===== src/rtl/store_merge_unit.sv =====
// Store unit: SW writes the word directly; SH/SB read the aligned word, merge lanes, write back.
// Optional misalignment detection is enabled by defining ALIGN_CHECK_EN.
module store_merge_unit #(
  parameter int unsigned MEM_LATENCY = 1
) (
  input  logic        clk,
  input  logic        reset,
  input  logic        start,
  input  logic [1:0]  store_type,
  input  logic [31:0] addr,
  input  logic [31:0] reg_data,
  output logic [31:0] mem_addr,
  output logic        mem_wr,
  output logic [31:0] mem_wdata,
  input  logic [31:0] mem_rdata,
  output logic        busy,
  output logic        done,
  output logic        err
);

  localparam logic [1:0] TypeSw  = 2'b00;
  localparam logic [1:0] TypeSh  = 2'b01;
  localparam logic [1:0] TypeSb  = 2'b10;
  localparam logic [2:0] LastCnt = 3'(MEM_LATENCY - 1);

  typedef enum logic [2:0] {
    StIdle,
    StRead,
    StWait,
    StWrite,
    StDone
  } state_e;

  state_e      state_q, state_d;
  logic [31:0] addr_q, addr_d;
  logic [1:0]  type_q, type_d;
  logic [31:0] data_q, data_d;
  logic [31:0] rd_q, rd_d;
  logic [2:0]  cnt_q, cnt_d;
  logic [31:0] merged;

`ifdef ALIGN_CHECK_EN
  logic err_q, err_d;
  logic misaligned;

  // SB is always aligned; SH needs halfword, SW word alignment.
  always_comb begin
    misaligned = 1'b0;
    if (store_type == TypeSw) misaligned = (addr[1:0] != 2'b00);
    if (store_type == TypeSh) misaligned = addr[0];
  end

  always_ff @(posedge clk or posedge reset) begin
    if (reset) err_q <= 1'b0;
    else       err_q <= err_d;
  end
`endif

  always_ff @(posedge clk or posedge reset) begin
    if (reset) begin
      state_q <= StIdle;
      addr_q  <= '0;
      type_q  <= '0;
      data_q  <= '0;
      rd_q    <= '0;
      cnt_q   <= '0;
    end else begin
      state_q <= state_d;
      addr_q  <= addr_d;
      type_q  <= type_d;
      data_q  <= data_d;
      rd_q    <= rd_d;
      cnt_q   <= cnt_d;
    end
  end

  always_comb begin
    state_d = state_q;
    addr_d  = addr_q;
    type_d  = type_q;
    data_d  = data_q;
    rd_d    = rd_q;
    cnt_d   = cnt_q;
`ifdef ALIGN_CHECK_EN
    err_d   = err_q;
`endif
    unique case (state_q)
      StIdle: begin
        if (start) begin
          addr_d = addr;
          type_d = store_type;
          data_d = reg_data;
`ifdef ALIGN_CHECK_EN
          err_d  = misaligned;
`endif
          case (store_type)
            TypeSw:  state_d = StWrite;
            TypeSh:  state_d = StRead;
            TypeSb:  state_d = StRead;
            default: state_d = StDone;
          endcase
`ifdef ALIGN_CHECK_EN
          if (misaligned) state_d = StDone;
`endif
        end
      end
      StRead: begin
        cnt_d   = '0;
        state_d = StWait;
      end
      StWait: begin
        if (cnt_q == LastCnt) begin
          rd_d    = mem_rdata;
          state_d = StWrite;
        end else begin
          cnt_d = cnt_q + 3'd1;
        end
      end
      StWrite: state_d = StDone;
      StDone:  state_d = StIdle;
      default: state_d = StIdle;
    endcase
  end

  // Little-endian lane merge of the register data into the read word.
  always_comb begin
    merged = rd_q;
    case (type_q)
      TypeSw: merged = data_q;
      TypeSh: begin
        if (addr_q[1]) merged[31:16] = data_q[15:0];
        else           merged[15:0]  = data_q[15:0];
      end
      TypeSb: begin
        case (addr_q[1:0])
          2'd0:    merged[7:0]   = data_q[7:0];
          2'd1:    merged[15:8]  = data_q[7:0];
          2'd2:    merged[23:16] = data_q[7:0];
          default: merged[31:24] = data_q[7:0];
        endcase
      end
      default: merged = rd_q;
    endcase
  end

  assign mem_addr  = {addr_q[31:2], 2'b00};
  assign mem_wr    = (state_q == StWrite);
  assign mem_wdata = mem_wr ? merged : 32'h0;
  assign busy      = (state_q != StIdle);
  assign done      = (state_q == StDone);
`ifdef ALIGN_CHECK_EN
  assign err       = done & err_q;
`else
  assign err       = 1'b0;
`endif

endmodule


===== config.mk =====
export PLATFORM = sky130hd
export DESIGN_NAME = store_merge_unit
export DESIGN_NICKNAME = d
export VERILOG_FILES = /design/src/rtl/store_merge_unit.sv
export SDC_FILE = /design/constraint.sdc
export NUM_CORES = 1
export LEC_CHECK = 0
export CAP_MARGIN = 10
export CORE_MARGIN = 1.5
export CORE_UTILIZATION = 45
export DETAILED_ROUTE_END_ITERATION = 16
export GPL_TIMING_DRIVEN = 0
export PLACE_DENSITY = 0.77
export SYNTH_ARGS = -nofsm -noshare
export SYNTH_HDL_FRONTEND = slang
export SYNTH_SLANG_ARGS = --single-unit

===== constraint.sdc =====
create_clock -name clk -period 6.1 [get_ports clk]
set_clock_uncertainty 0.2 [all_clocks]
set_input_delay 1.83 -clock clk [delete_from_list [all_inputs] [get_ports clk]]
set_output_delay 1.83 -clock clk [all_outputs]
set_load 0.02 [all_outputs]

After elaboration in Yosys (flattened, before gate mapping)
Index checks and enable logic that the tools add are counted.
{"block": "op_classes", "eq_ne": 13, "muxes": 14, "order_cmp": 0, "add_sub_neg": 1, "bitwise": 0, "div": 0, "n_mul": 0, "reduce_logical": 13, "shifts": 0}
{"operator": "one-hot mux 32 bit (3 select lines)", "n": 1}
{"operator": "two-way mux 16 bit", "n": 2}
{"operator": "two-way mux 32 bit", "n": 1}
{"operator": "two-way mux 8 bit", "n": 4}
{"operator": "one-hot mux 3 bit (2 select lines)", "n": 2}
{"operator": "one-hot mux 3 bit (4 select lines)", "n": 1}
{"operator": "two-way mux 3 bit", "n": 3}
{"operator": "AND reduction 2 bit", "n": 4}
{"operator": "== test 2 x 1 -> 1 bit, second input constant", "n": 3}
{"operator": "== test 2 bit, second input constant", "n": 3}
{"operator": "== test 3 x 2 -> 1 bit, second input constant", "n": 2}
{"operator": "zero test 2 bit", "n": 3}
{"operator": "zero test 3 bit", "n": 2}
{"operator": "inequality test 2 bit, second input constant", "n": 3}
{"operator": "adder 3 x 1 -> 3 bit, second input constant", "n": 1}
{"operator": "== test 3 x 1 -> 1 bit, second input constant", "n": 1}
{"operator": "== test 3 bit, second input constant", "n": 1}
{"operator": "nonzero test 3 bit", "n": 1}
{"operator": "OR reduction 3 bit", "n": 1}
{"operator": "nonzero test 2 bit", "n": 1}
{"operator": "OR reduction 2 bit", "n": 1}
{"block": "totals", "mem_bits_ro": 0, "in_bits": 101, "latchBits": 0, "ramBits": 0, "mem_count": 0, "register_bits": 104, "out_inout_bits": 68}

Logic depth before layout (Yosys ltp)
Gate-level depths: netlist of the first run.
{"block": "logic_depth", "ltp_word": 5, "ltp_mapped": 7, "depth_no_buf": 6}

Worst setup path after synthesis of the first run
No wires, ideal clock.
{"block": "synth_timing", "path_type": "reg-to-output", "start": "register state_q[2]", "end": "output port mem_wdata[10]", "path_stages_with_launch": 7, "arrival_time_ps": 1536, "required_time_ps": 4070, "slack_ps": 2534, "cell_sequence": "dfrtp_1 -> buf_6 -> nand2b_4 -> or2_2 -> clkbuf_1 -> buf_2 -> a21oi_1"}
{"block": "synth_via", "elab_chain_len": 2}
{"item": "from (decl)", "line_no": "34", "text": "state_e state_q, state_d;"}
{"item": "from (signal assigned)", "line_no": "61", "text": "state_q <= StIdle;"}
{"item": "from (signal assigned)", "line_no": "68", "text": "state_q <= state_d;"}
{"item": "== test 3 x 2 -> 1 bit", "line_no": "147", "text": "assign mem_wr = (state_q == StWrite);"}
{"item": "two-way mux 32 bit", "line_no": "148", "text": "assign mem_wdata = mem_wr ? merged : 32'h0;"}
{"item": "to (decl)", "line_no": "14", "text": "output logic [31:0] mem_wdata,"}
No other way between the ends.

Worst setup path in the final report of the first run
{"block": "layout_timing", "start": "register type_q[0]", "end": "output port mem_wdata[16]"}
{"block": "layout_via", "elab_chain_len": 3, "elab_cells_between_ends": 5, "classes_between": "2 x eq/ne; 2 x mux; 1 x reduce/logical"}
{"item": "from (decl)", "line_no": "36", "text": "logic [1:0] type_q, type_d;"}
{"item": "from (signal assigned)", "line_no": "70", "text": "type_q <= type_d;"}
{"item": "== test 2 bit, or another cell as far along", "line_no": "128", "text": "case (type_q)"}
{"item": "one-hot mux 32 bit (3 select lines) (*)", "line_no": "128"}
{"item": "two-way mux 32 bit (*)", "line_no": "148"}
Every way passes the cells marked *; elsewhere a longest branch is shown, timed or not.

==> results of run 1 <==
-- registers in the layout (all words and copies together) (netlist names) --
name / cells
addr_q: 32
rd_q: 32
data_q: 32
state_q: 3
cnt_q: 3
type_q: 2
-- worst paths after layout --
| kind | from | endpoint | slack [ns] | cells after the start |
|---|---|---|---|---|
| max | type_q[0] | mem_wdata[16] | 1.38 | 6 |
| min | data_q[16] | data_q[16] | 0.30 | 1 |
| max reg2reg | state_q[0] | data_q[11] | 4.18 | 7 |
| min reg2reg | data_q[16] | data_q[16] | 0.30 | 1 |
| max in group asynchronous | reset | data_q[23] | 3.37 | 3 |
| min in group asynchronous | reset | state_q[2] | 1.65 | 2 |
-- cells in the final DEF, fill, tap and decap left out, types with 2 or more instances in the layout --
cell type	instances
clkdlybuf4s50_1	165
dfrtp_1	104
mux2_2	91
buf_4	34
nor2_1	31
mux2_1	27
mux2i_1	17
a21oi_1	15
buf_6	14
a22oi_1	12
a222oi_1	12
buf_2	11
clkbuf_16	9
a211o_1	8
mux2_4	7
nand3_1	7
inv_1	6
clkbuf_1	6
nor2_2	3
nor2b_1	3
o21ai_0	3
nand2b_1	3
a31oi_1	3
conb_1	3
a21boi_0	2
nand2_1	2
nor3_1	2
o2bb2ai_1	2
nor2b_2	2
o21a_1	2
nand4_1	2
ha_1	2
clkbuf_8	2
-- final cells by class --
class                   count  area share, %
flip-flops and latches    104           33.9
multi-input cells         271           31.6
repair buffers            166           21.9
plain buffers              64           6.35
clock buffers              12           3.34
well taps                 147           2.40
inverters                   7          0.375
clock inverters             1         0.0653
-- power breakdown --
part	internal (W)	switching [W]	total (W)
Sequential	0.00104	0.000296	0.00134
Combinational	0.00133	0.00110	0.00243
Clock	0.000292	0.000238	0.000530
-- synthesized netlist by cell type, types with 2 or more instances --
master / number / area share, %
dfrtp_1: 104 / 47
mux2_2: 91 / 19
buf_4: 34 / 4.6
nor2_1: 31 / 2.1
mux2_1: 27 / 5.5
mux2i_1: 17 / 3.1
a21oi_1: 15 / 1.4
buf_6: 14 / 2.8
a222oi_1: 12 / 2.2
a22oi_1: 12 / 1.6
buf_2: 11 / 0.99
a211o_1: 8 / 1.3
inv_1: 7 / 0.47
mux2_4: 7 / 1.9
nand3_1: 7 / 0.63
clkbuf_1: 5 / 0.34
a31oi_1: 3 / 0.34
nand2b_1: 3 / 0.34
nor2_2: 3 / 0.34
nor2b_1: 3 / 0.34
o21ai_0: 3 / 0.27
a21boi_0: 2 / 0.27
ha_1: 2 / 0.45
nand2_1: 2 / 0.14
nand4_1: 2 / 0.23
nor2b_2: 2 / 0.32
nor3_1: 2 / 0.18
o21a_1: 2 / 0.27
o2bb2ai_1: 2 / 0.32
-- per-stage QoR --
stage	TNS, ns	instances	util, %
after floorplan	0	446	-
after global placement	-18.61	758	61.4
after detailed placement	0	759	61.7
after CTS	0	772	63.8
after global routing	0	772	63.8
final	0	772	63.8
-- worst register-to-register path, delay by kind of cell (launching register included) --
| kind | cells | cell delay [ns] |
|---|---|---|
| buf+inv | 3 | 0.56 |
| flops | 1 | 0.35 |
| mux | 1 | 0.35 |
| simple gates | 3 | 0.36 |
-- kinds of logic (layout without fill, tap and decap cells) --
logic type | after synthesis | count (layout) | share of synthesized area [%]
flip-flops | 104 | 104 | 47.0
AND/OR/NAND/NOR | 62 | 62 | 5.63
multiplexers | 142 | 142 | 29.0
other | 1 | 3 | 0.0678
adder cells (fa/ha/maj) | 2 | 2 | 0.452
buffers and inverters | 71 | 250 | 9.27
AO/OA/AOI/OAI | 62 | 62 | 8.57
-- metal layers --
metal / global-route usage (%) / share of wire, % / up-vias
met3: 7.60 / 9.7 / 26
met1: 27.8 / 41 / 2088
li1: - / - / 1929
met5: 0 / 0 / -
met2: 38.2 / 47 / 209
met4: 9.75 / 2.3 / 0
==> impl_metrics.ini, run 1 <==
[floorplanning]
die_y_um = 114
core_area_um2 = 12000
io_pins = 169
start_util_pct = 46.1
die_area_um2 = 13000
rows = 40
die_x_um = 114

[min_path]
hold_path_class = reg2reg

[route]
via_per_inst = 5.51
routed_wl_mm = 14.8
drtAntennaViolNets = 0
drtPass1Iterations = 7
vias = 4252
drc_errors = 0
drt_iter0_drc = 277
wl_per_cell_um = 19.2

[pwr]
ir_drop_mv = 0.297
power.density_nw_per_um2 = 561
total_power_w = 0.00430
power.leakage_nw = 3.22

[timing]
worst_slack_ns = 1.38
fin_crit_sh_pct = 77.3
fmax_ghz = 0.212
hold_violations = 0
timing.final.max_slew_violations = 0
whs_ns = 0.295
worstMarginPinSlew_ns = 0.674
period_minus_slack_ns = 4.72
rsz0062_at_grt = false
max_slew_margin_pct = 55.1
setup_viol = 0

[place]
place_area_um2 = 7410
portBuffers = 165
place_hpwl_mm = 11.1
dpl_worst_slack_ns = 1.80
routabilityCongestion = 0.829

[synth]
async_reset_ff_share_pct = 100
synth_seq_cells = 104
yosysSeqAreaShare_pct = 47.0
synth.distinct_cells = 40
syn-cell-area_um2 = 5530
syn_area_per_cell_um2 = 12.5
ys_warn_count = 0
synth_cells = 444
synth_edf_count = 0
ys.flop_type = dfrtp_1

[clock_network]
clock_path_buffers = 2
clk_latency_ns = 0.34
hold_buffers = 0
post_cts_buffers = 0
cts_htree_levels = 3
path_clk_slew_ns = 0.06
clockRootBuffer = clkbuf_16
post_cts_resized = 0
cts_tree = done
cts.sinks = 104
numCtsBuffers = 9

[global_route]
grt_pass1_vias = 4413
antenna_found_initial = 0
grt_pass1_wl_mm = 22.8
grt_usage_pct = 23.1
overflow = 0
grt_max_degree = 74

[layout]
fill_cells = 944
areaGrowthSynthToFinish_pct = 38.6
drive_gt1_share_pct = 29.0
seq_area_um2 = 2600
multi_input_area_um2 = 2430
antennaDiodeCount = 0
finalNetCount = 726
fin_area_um2 = 7670

[setup_path]
cp_cell_sequence = buf_2, nor2_1, buf_2, a22oi_1, a31oi_1, clkdlybuf4s50_1
end_kind = output port
critPathKind = reg2out
crit_slowest_cell = clkdlybuf4s50_1
cp_max_fo = 10
cp-start-kind = register
cp.buffers_inverters = 3
cp.arrival_ns = 2.69
crit_family = buffers and inverters
cp_common_cell = buf_2
slowest_delay_ns = 0.66
required_ns = 4.07

[job]
cap_violations = 0

[status]
status = complete, no violations
No activity file was read; power rests on OpenSTA's default activity.
==> run 2, diff against run 1 <==
Settings changed: CORE_UTILIZATION 45 to 43.
Clock period 6.1 ns to 4.2 ns, I/O delays scaled along.
==> run 2 against run 1 <==
Against the previous run:
- global-route usage is 0.097 points lower
- register-to-register slack worse by 1.9 ns
- first-iteration DRC count is 9.4% lower
- critical path depth is 1 higher
- non-clock buffer count is 1 lower
==> impl_metrics.ini, run 2 (synthesis results as in run 1) <==
[status]
status = complete, no violations

[floorplanning]
rows = 41
die_y_um = 116
die_area_um2 = 13600
start_util_pct = 44.0
io_pins = 169
die_x_um = 116
core_area_um2 = 12600

[setup_path]
r2r-start = state_q[1]
required_ns = 2.74
worstRegToRegCells = 6
slowest_delay_ns = 0.64
cp.buffers_inverters = 4
end_kind = output port
path_depth = 7
crit_slowest_cell = clkdlybuf4s50_1
cp_max_fo = 10
setup.worst_path.start = state_q[2]
cp.arrival_ns = 2.61
critPathKind = reg2out
cp_cell_sequence = buf_6, nand2b_4, or2_2, clkbuf_1, buf_2, a21oi_1, clkdlybuf4s50_1
crit_family = buffers and inverters
cp-start-kind = register

[timing]
fin_crit_sh_pct = 96.9
max_slew_margin_pct = 55.7
setup_viol = 0
hold_violations = 0
rsz0062_at_grt = false
timing.final.max_slew_violations = 0
fmax_ghz = 0.246
worstMarginPinSlew_ns = 0.664
period_minus_slack_ns = 4.07

[layout]
finalNetCount = 725
finalNonFillerCells = 799
drive_gt1_share_pct = 30.0
top_regs = addr_q: 32 flops, data_q: 32 flops, rd_q: 32 flops
antennaDiodeCount = 0
fin_util_pct = 61.6
mostFrequentLayoutCells = clkdlybuf4s50_1 (165), dfrtp_1 (104), mux2_2 (91)
layout_commonest_cell = clkdlybuf4s50_1
areaGrowthSynthToFinish_pct = 40.0
fill_cells = 1022

[clock_network]
cts_tree = done
post_cts_buffers = 0
cts.sinks = 104
path_clk_slew_ns = 0.08
clockRootBuffer = clkbuf_16
numCtsBuffers = 9
hold_buffers = 0
clock_path_buffers = 2
clk_latency_ns = 0.36
cts_htree_levels = 3
post_cts_resized = 0

[route]
wl_per_cell_um = 18.7
drtAntennaViolNets = 0
routed_wl_mm = 14.9
drt_iter0_drc = 251
via_per_inst = 5.29
vias = 4227
drc_errors = 0
drtPass1Iterations = 5

[min_path]
whs_path_depth = 1
holdCritStartpoint = data_q[25]
hold_path_class = reg2reg

[global_route]
grt_pass1_vias = 4415
grt_max_degree = 54
grt_pass1_wl_mm = 23.1
grt_usage_pct = 23.0
antenna_found_initial = 0
overflow = 0

[place]
dp.cells = 784
routabilityCongestion = 0.819
place_hpwl_mm = 11.2
portBuffers = 165

[job]
cap_violations = 0

[pwr]
power.density_nw_per_um2 = 816
power.leakage_nw = 3.24
total_power_w = 0.00632
ir_drop_mv = 0.392
[run 2: cell types whose count changed in the layout (fill, tap and decap cells not counted), sizes merged]
| cell | change |
|---|---|
| clkbuf | -4 |
| bufinv | +1 |
| clkinv | +2 |
| inv | +2 |
| clkinvlp | +1 |
[run 2: layout make-up]
type	count	area [µm²]	area share (%)
flip-flops and latches	104	2600	33.6
multi-input cells	271	2430	31.4
repair buffers	166	1680	21.7
plain buffers	63	484	6.25
clock buffers	9	225	2.91
well taps	172	215	2.78
clock inverters	7	80.1	1.03
inverters	7	28.8	0.371
[run 2: final timing paths]
check	end	slack, ns
worst min-delay path	data_q[25]	0.30
worst max register to register	data_q[6]	2.27
min in group asynchronous	addr_q[11]	1.18
max in group asynchronous	data_q[22]	1.92
worst min register to register	data_q[25]	0.30
worst max-delay path	mem_wdata[12]	0.13
[run 2: per-stage QoR]
step	TNS, ns	instance area (µm²)	setup WS [ns]	hold WS, ns
2_1_floorplan	0	5540	0.00781	0.257
3_3_place_gp	-152.01	7410	-1.47	0.270
3_5_place_dp	0	7440	0.482	0.279
4_1_cts	0	7740	0.0766	0.294
5_1_grt	0	7750	0.0390	0.316
6_report	0	7750	0.130	0.296
[run 2: routing by layer]
layer / part of all wire, % / GRT usage [%] / up-vias / routed length (µm)
met5: 0 / 0 / - / 0
met4: 2.2 / 8.46 / 0 / 331
met3: 10 / 9.55 / 21 / 1530
met2: 48 / 38.2 / 194 / 7210
met1: 39 / 26.9 / 2089 / 5840
li1: - / - / 1923 / -
[run 2: where the power goes]
part           leakage [nW]  switching [W]  internal (W)
registers              1.23       0.000423       0.00151
clock network         0.148       0.000392      0.000469
logic                  1.86        0.00159       0.00194
==> edit 1 (config.mk and constraints of run 2) <==
Add an input register stage for `mem_rdata`, with the module's reset; this delays it by one clock. The other inputs are not delayed to match.
--- a/src/rtl/store_merge_unit.sv
+++ b/src/rtl/store_merge_unit.sv
@@ -32,2 +32,12 @@
   } state_e;
+
+  logic [31:0] mem_rdata_q;
+
+  always_ff @(posedge clk or posedge reset) begin
+    if (reset) begin
+      mem_rdata_q <= '0;
+    end else begin
+      mem_rdata_q <= mem_rdata;
+    end
+  end
 
@@ -112,3 +122,3 @@
         if (cnt_q == LastCnt) begin
-          rd_d    = mem_rdata;
+          rd_d    = mem_rdata_q;
           state_d = StWrite;
Formal check against the unedited RTL: not equivalent (a bounded check fails within 4 cycles, from zero or initial values and one cycle with reset high).
==> edit 1 against run 2 <==
Largest cell class unchanged. Area after synthesis increased by 22%. Critical endpoint is now mem_wdata[31]. Cell area grew 22%. Sequential cell count grew 32. Worst setup slack gained 0.0099 ns. Non-clock buffer count up 5. Global-route usage decreased by 1.6 points. Critical path type unchanged. Power increased by 27%. Die area increased by 22%. Routed wire length increased by 12%.
==> edit 1: results (changes against run 2) <==
metric	value	unit	change
rr_worst_depth	7		+1
grt_usage	21.43	%	-1.6 points
gp_congestion	0.8849		+8.1%
synth.distinct_cells	47		+18%
path_clk_slew	0.06	ns	-0.02 ns
htreeDepth	4		+1
status	complete, no violations		
antenna_found_initial	1		+1
leakagePower	4.133	nW	+28%
yosysSeqAreaShare	50.20	%	+3.2 points
whs_endpoint	rd_q[11]		
cp_top_family	buffers and inverters		
cp.arrival	2.60	ns	about the same
synthTopCellsByCount	dfrtp_1 (136), mux2_4 (78), buf_4 (33)		
synth.avg_cell_area	13.48	sq um	+8.1%
grt_max_degree	46		-15%
grt_pass1_vias	4887		+11%
layout.nets	795		+9.7%
stdcell_count	916		+15%
yosys-top-cells-area	dfrtp_1 (50%), mux2_4 (17%), mux2_2 (5.0%)		
postSynth.asyncResetShare	100.0	%	unchanged
detail_route.first_pass.iterations	5		unchanged
timing.rr.end	data_q[6]		
num_vias	4601		+8.8%
hold_path_startpoint	mem_rdata_q[11]		
regToRegStartpoint	state_q[0]		
fillCellCount	1211		+18%
clk_latency	0.42	ns	+0.06 ns
numCtsBuffers	17		+8
irDropWorstVdd	0.4218	mV	+7.5%
clk_path_buf_depth	2		unchanged
relSlewSlack	62.42	%	+6.7 points
grt_pass1_wl	26.79	mm	+16%
drive_above_1_share	32.48	%	+2.5 points
drt_iter0_drc	300		+20%
dp_slack	0.6116	ns	+0.1299 ns
dp_cells	884		+13%
wire_per_inst	18.23	um	-2.4%
dpl.hpwl	12.16	mm	+8.9%
edit 1: how the worst max path moves through the flow:
stage / from / to / slack, ns / cells after the start
after global routing: addr_q[1] / mem_wdata[31] / 0.04 / 7
after global placement: reset / mem_rdata_q[27] / -0.05 / 2
after CTS: state_q[2] / mem_wdata[15] / 0.14 / 7
after floorplan: reset / addr_q[0] / 1.05 / 1
after detailed placement: state_q[2] / mem_wdata[15] / 0.61 / 7
final: addr_q[1] / mem_wdata[31] / 0.14 / 7
edit 1: metal layers:
metal / share of wire [%] / vias to the layer above / track usage, %
met3: 7.3 / 20 / 7.235
met4: 2.0 / 2 / 7.535
li1: - / 2129 / -
met1: 43 / 2261 / 27.74
met2: 47 / 189 / 33.74
met5: 0.066 / - / 0
edit 1: worst register-to-register path: stages, from the launching register on:
cell and delay, ns:
dfrtp_1 0.35, buf_2 0.18, nor2_4 0.12, nand2_1 0.07, nor2_2 0.15, buf_6 0.20, buf_6 0.21, mux2_4 0.32
edit 1: layout make-up:
class	instances	area (sq um)	share of cell area, %
inverter	7	30.03	0.3189
sequential	136	3403	36.14
clock inverter	10	166.4	1.767
buffer	66	538.0	5.714
clock buffer	22	484.2	5.142
timing repair buffer	168	1712	18.18
tap	211	264.0	2.804
multi-input combinational	296	2819	29.94
edit 1: cell families after synthesis:
family	after synthesis	synth area share (%)
flip-flops	136	50.20
multiplexers	130	25.60
AND/OR/NAND/NOR	87	6.977
AO/OA/AOI/OAI	74	8.472
buffers and inverters	73	8.324
adder cells (fa/ha/maj)	2	0.3691
other	1	0.05532
edit 1: where the power goes:
part           internal [mW]  switching [mW]
clock                   1.06           0.565
sequential              1.84           0.508
combinational           2.30            1.74
edit 1: stage by stage:
stage,TNS [ns],cell area (sq um),power [mW],hold slack [ns],utilization (%)
CTS,0,9417,8.040,0.2775,61.49
detailed placement,0,8766,6.368,0.2652,57.24
global placement,-5.917,8706,6.230,0.2682,56.85
floorplan,0,6790,5.137,0.2555,-
global route,0,9417,8.427,0.2920,61.49
finish,0,9417,8.008,0.2728,61.49
==> edit 2 (flow settings as in run 2) <==
Made on the original files. Build with the macro `ALIGN_CHECK_EN` defined.
--- a/src/rtl/store_merge_unit.sv
+++ b/src/rtl/store_merge_unit.sv
@@ -2,2 +2,4 @@
 // Optional misalignment detection is enabled by defining ALIGN_CHECK_EN.
+`define ALIGN_CHECK_EN
+
 module store_merge_unit #(
Check against the original RTL: not equivalent (a bounded check fails within 4 cycles, from zero or initial values and one cycle with reset high).
==> edit 2 against run 2 <==
Combinational power fell by 11%. Non-clock buffer count grew 10. Worst setup slack lost 0.025 ns. Routed wire length increased by 4.9%. Global-route usage rose by 1.5 points. Cell area fell by 1.3%. Area after synthesis decreased by 2.1%. Sequential cell count is 1 higher. Power is 6.6% lower. Count of clock-buffer cells in the layout unchanged. Critical endpoint is now mem_wdata[30].
==> edit 2: results (changes against run 2) <==
metric	value	unit	change
timing.rr.end	data_q[2]		
dp_cells	946		+21%
met1_length	6.420	mm	+9.9%
crit_start	addr_q[1]		
leakagePower	3.602	nW	+11%
p_per_area	772.8	nW/um^2	-5.3%
synth_compound_area_share	10.30	%	+1.7 points
synth.avg_cell_area	8.892	sq um	-29%
wire_per_inst	16.33	um	-13%
dpl.hpwl	11.87	mm	+6.3%
grt_usage	24.50	%	+1.5 points
irDropWorstVdd	0.4659	mV	+19%
worstPathMaxFanout	10		unchanged
finalHoldWorstSlack	0.2719	ns	-0.02445 ns
seq_area	2628	sq um	+0.96%
fillCellCount	987		-3.4%
num_vias	4867		+15%
synth_mux_area_share	8.665	%	-20 points
num-multi-input-gates	425		+57%
whs_endpoint	data_q[26]		
hold_path_startpoint	data_q[26]		
clkCellAreaFrac	4.043	%	+0.10 points
regToRegStartpoint	state_q[0]		
grt_pass1_wl	24.86	mm	+7.4%
yosys_register_bits	105		+0.96%
gr-usage-met1	31.42	%	+4.5 points
inverters	6		-1
synthTopCellsByCount	nand2_1 (222), dfrtp_1 (105), nor2_1 (37)		
placed_cell_area	7335	sq um	-1.4%
wl_met3	1.454	mm	-5.2%
layout_setup_ws	0.1050	ns	-0.02459 ns
layout.nets	889		+23%
grt_max_degree	39		-28%
yosysSeqAreaShare	48.52	%	+1.5 points
use_met2	39.29	%	+1.1 points
buf_share	27.91	%	about the same
buffers	239		+4.4%
reg2reg_slack	1.87	ns	-0.40 ns
status	complete, no violations		
drt_iter0_drc	317		+26%
cp.arrival	2.64	ns	+0.03 ns
wl_met2	7.487	mm	+3.8%
yosys-top-cells-area	dfrtp_1 (49%), nand2_1 (15%), mux2_4 (8.0%)		
stdcell_count	959		+20%
holdPathStages	2		+1
edit 2: cell types whose count changed after synthesis, sizes merged, moves of 13 or more:
cell    before  now
clkbuf       5   28
mux2       125   32
a21oi       15   31
nand2        3  222
buf         59   46
mux2i       17    0
edit 2: power groups by stage:
| stage | registers, mW | clock network (mW) | logic (mW) |
|---|---|---|---|
| after global placement | 1.86 | 0 | 3.02 |
| after floorplan | 1.73 | 0 | 2.19 |
| after detailed placement | 1.89 | 0 | 3.11 |
| after global routing | 1.95 | 0.931 | 3.40 |
| after CTS | 1.88 | 0.899 | 3.13 |
| final | 1.90 | 0.882 | 3.13 |
edit 2: critical path, stage by stage, from the launching register on:
cell	delay, ns
dfrtp_1	0.38
buf_2	0.18
and2_1	0.26
nor2b_1	0.17
clkbuf_2	0.17
o32a_1	0.35
nor2_1	0.13
clkdlybuf4s50_1	0.64
edit 2: repair_timing:
item | 4_1_cts | 5_1_grt
pin swaps | 0 | 0
setup endpoints to repair | 12 | 20
resized for setup | 9 | 10
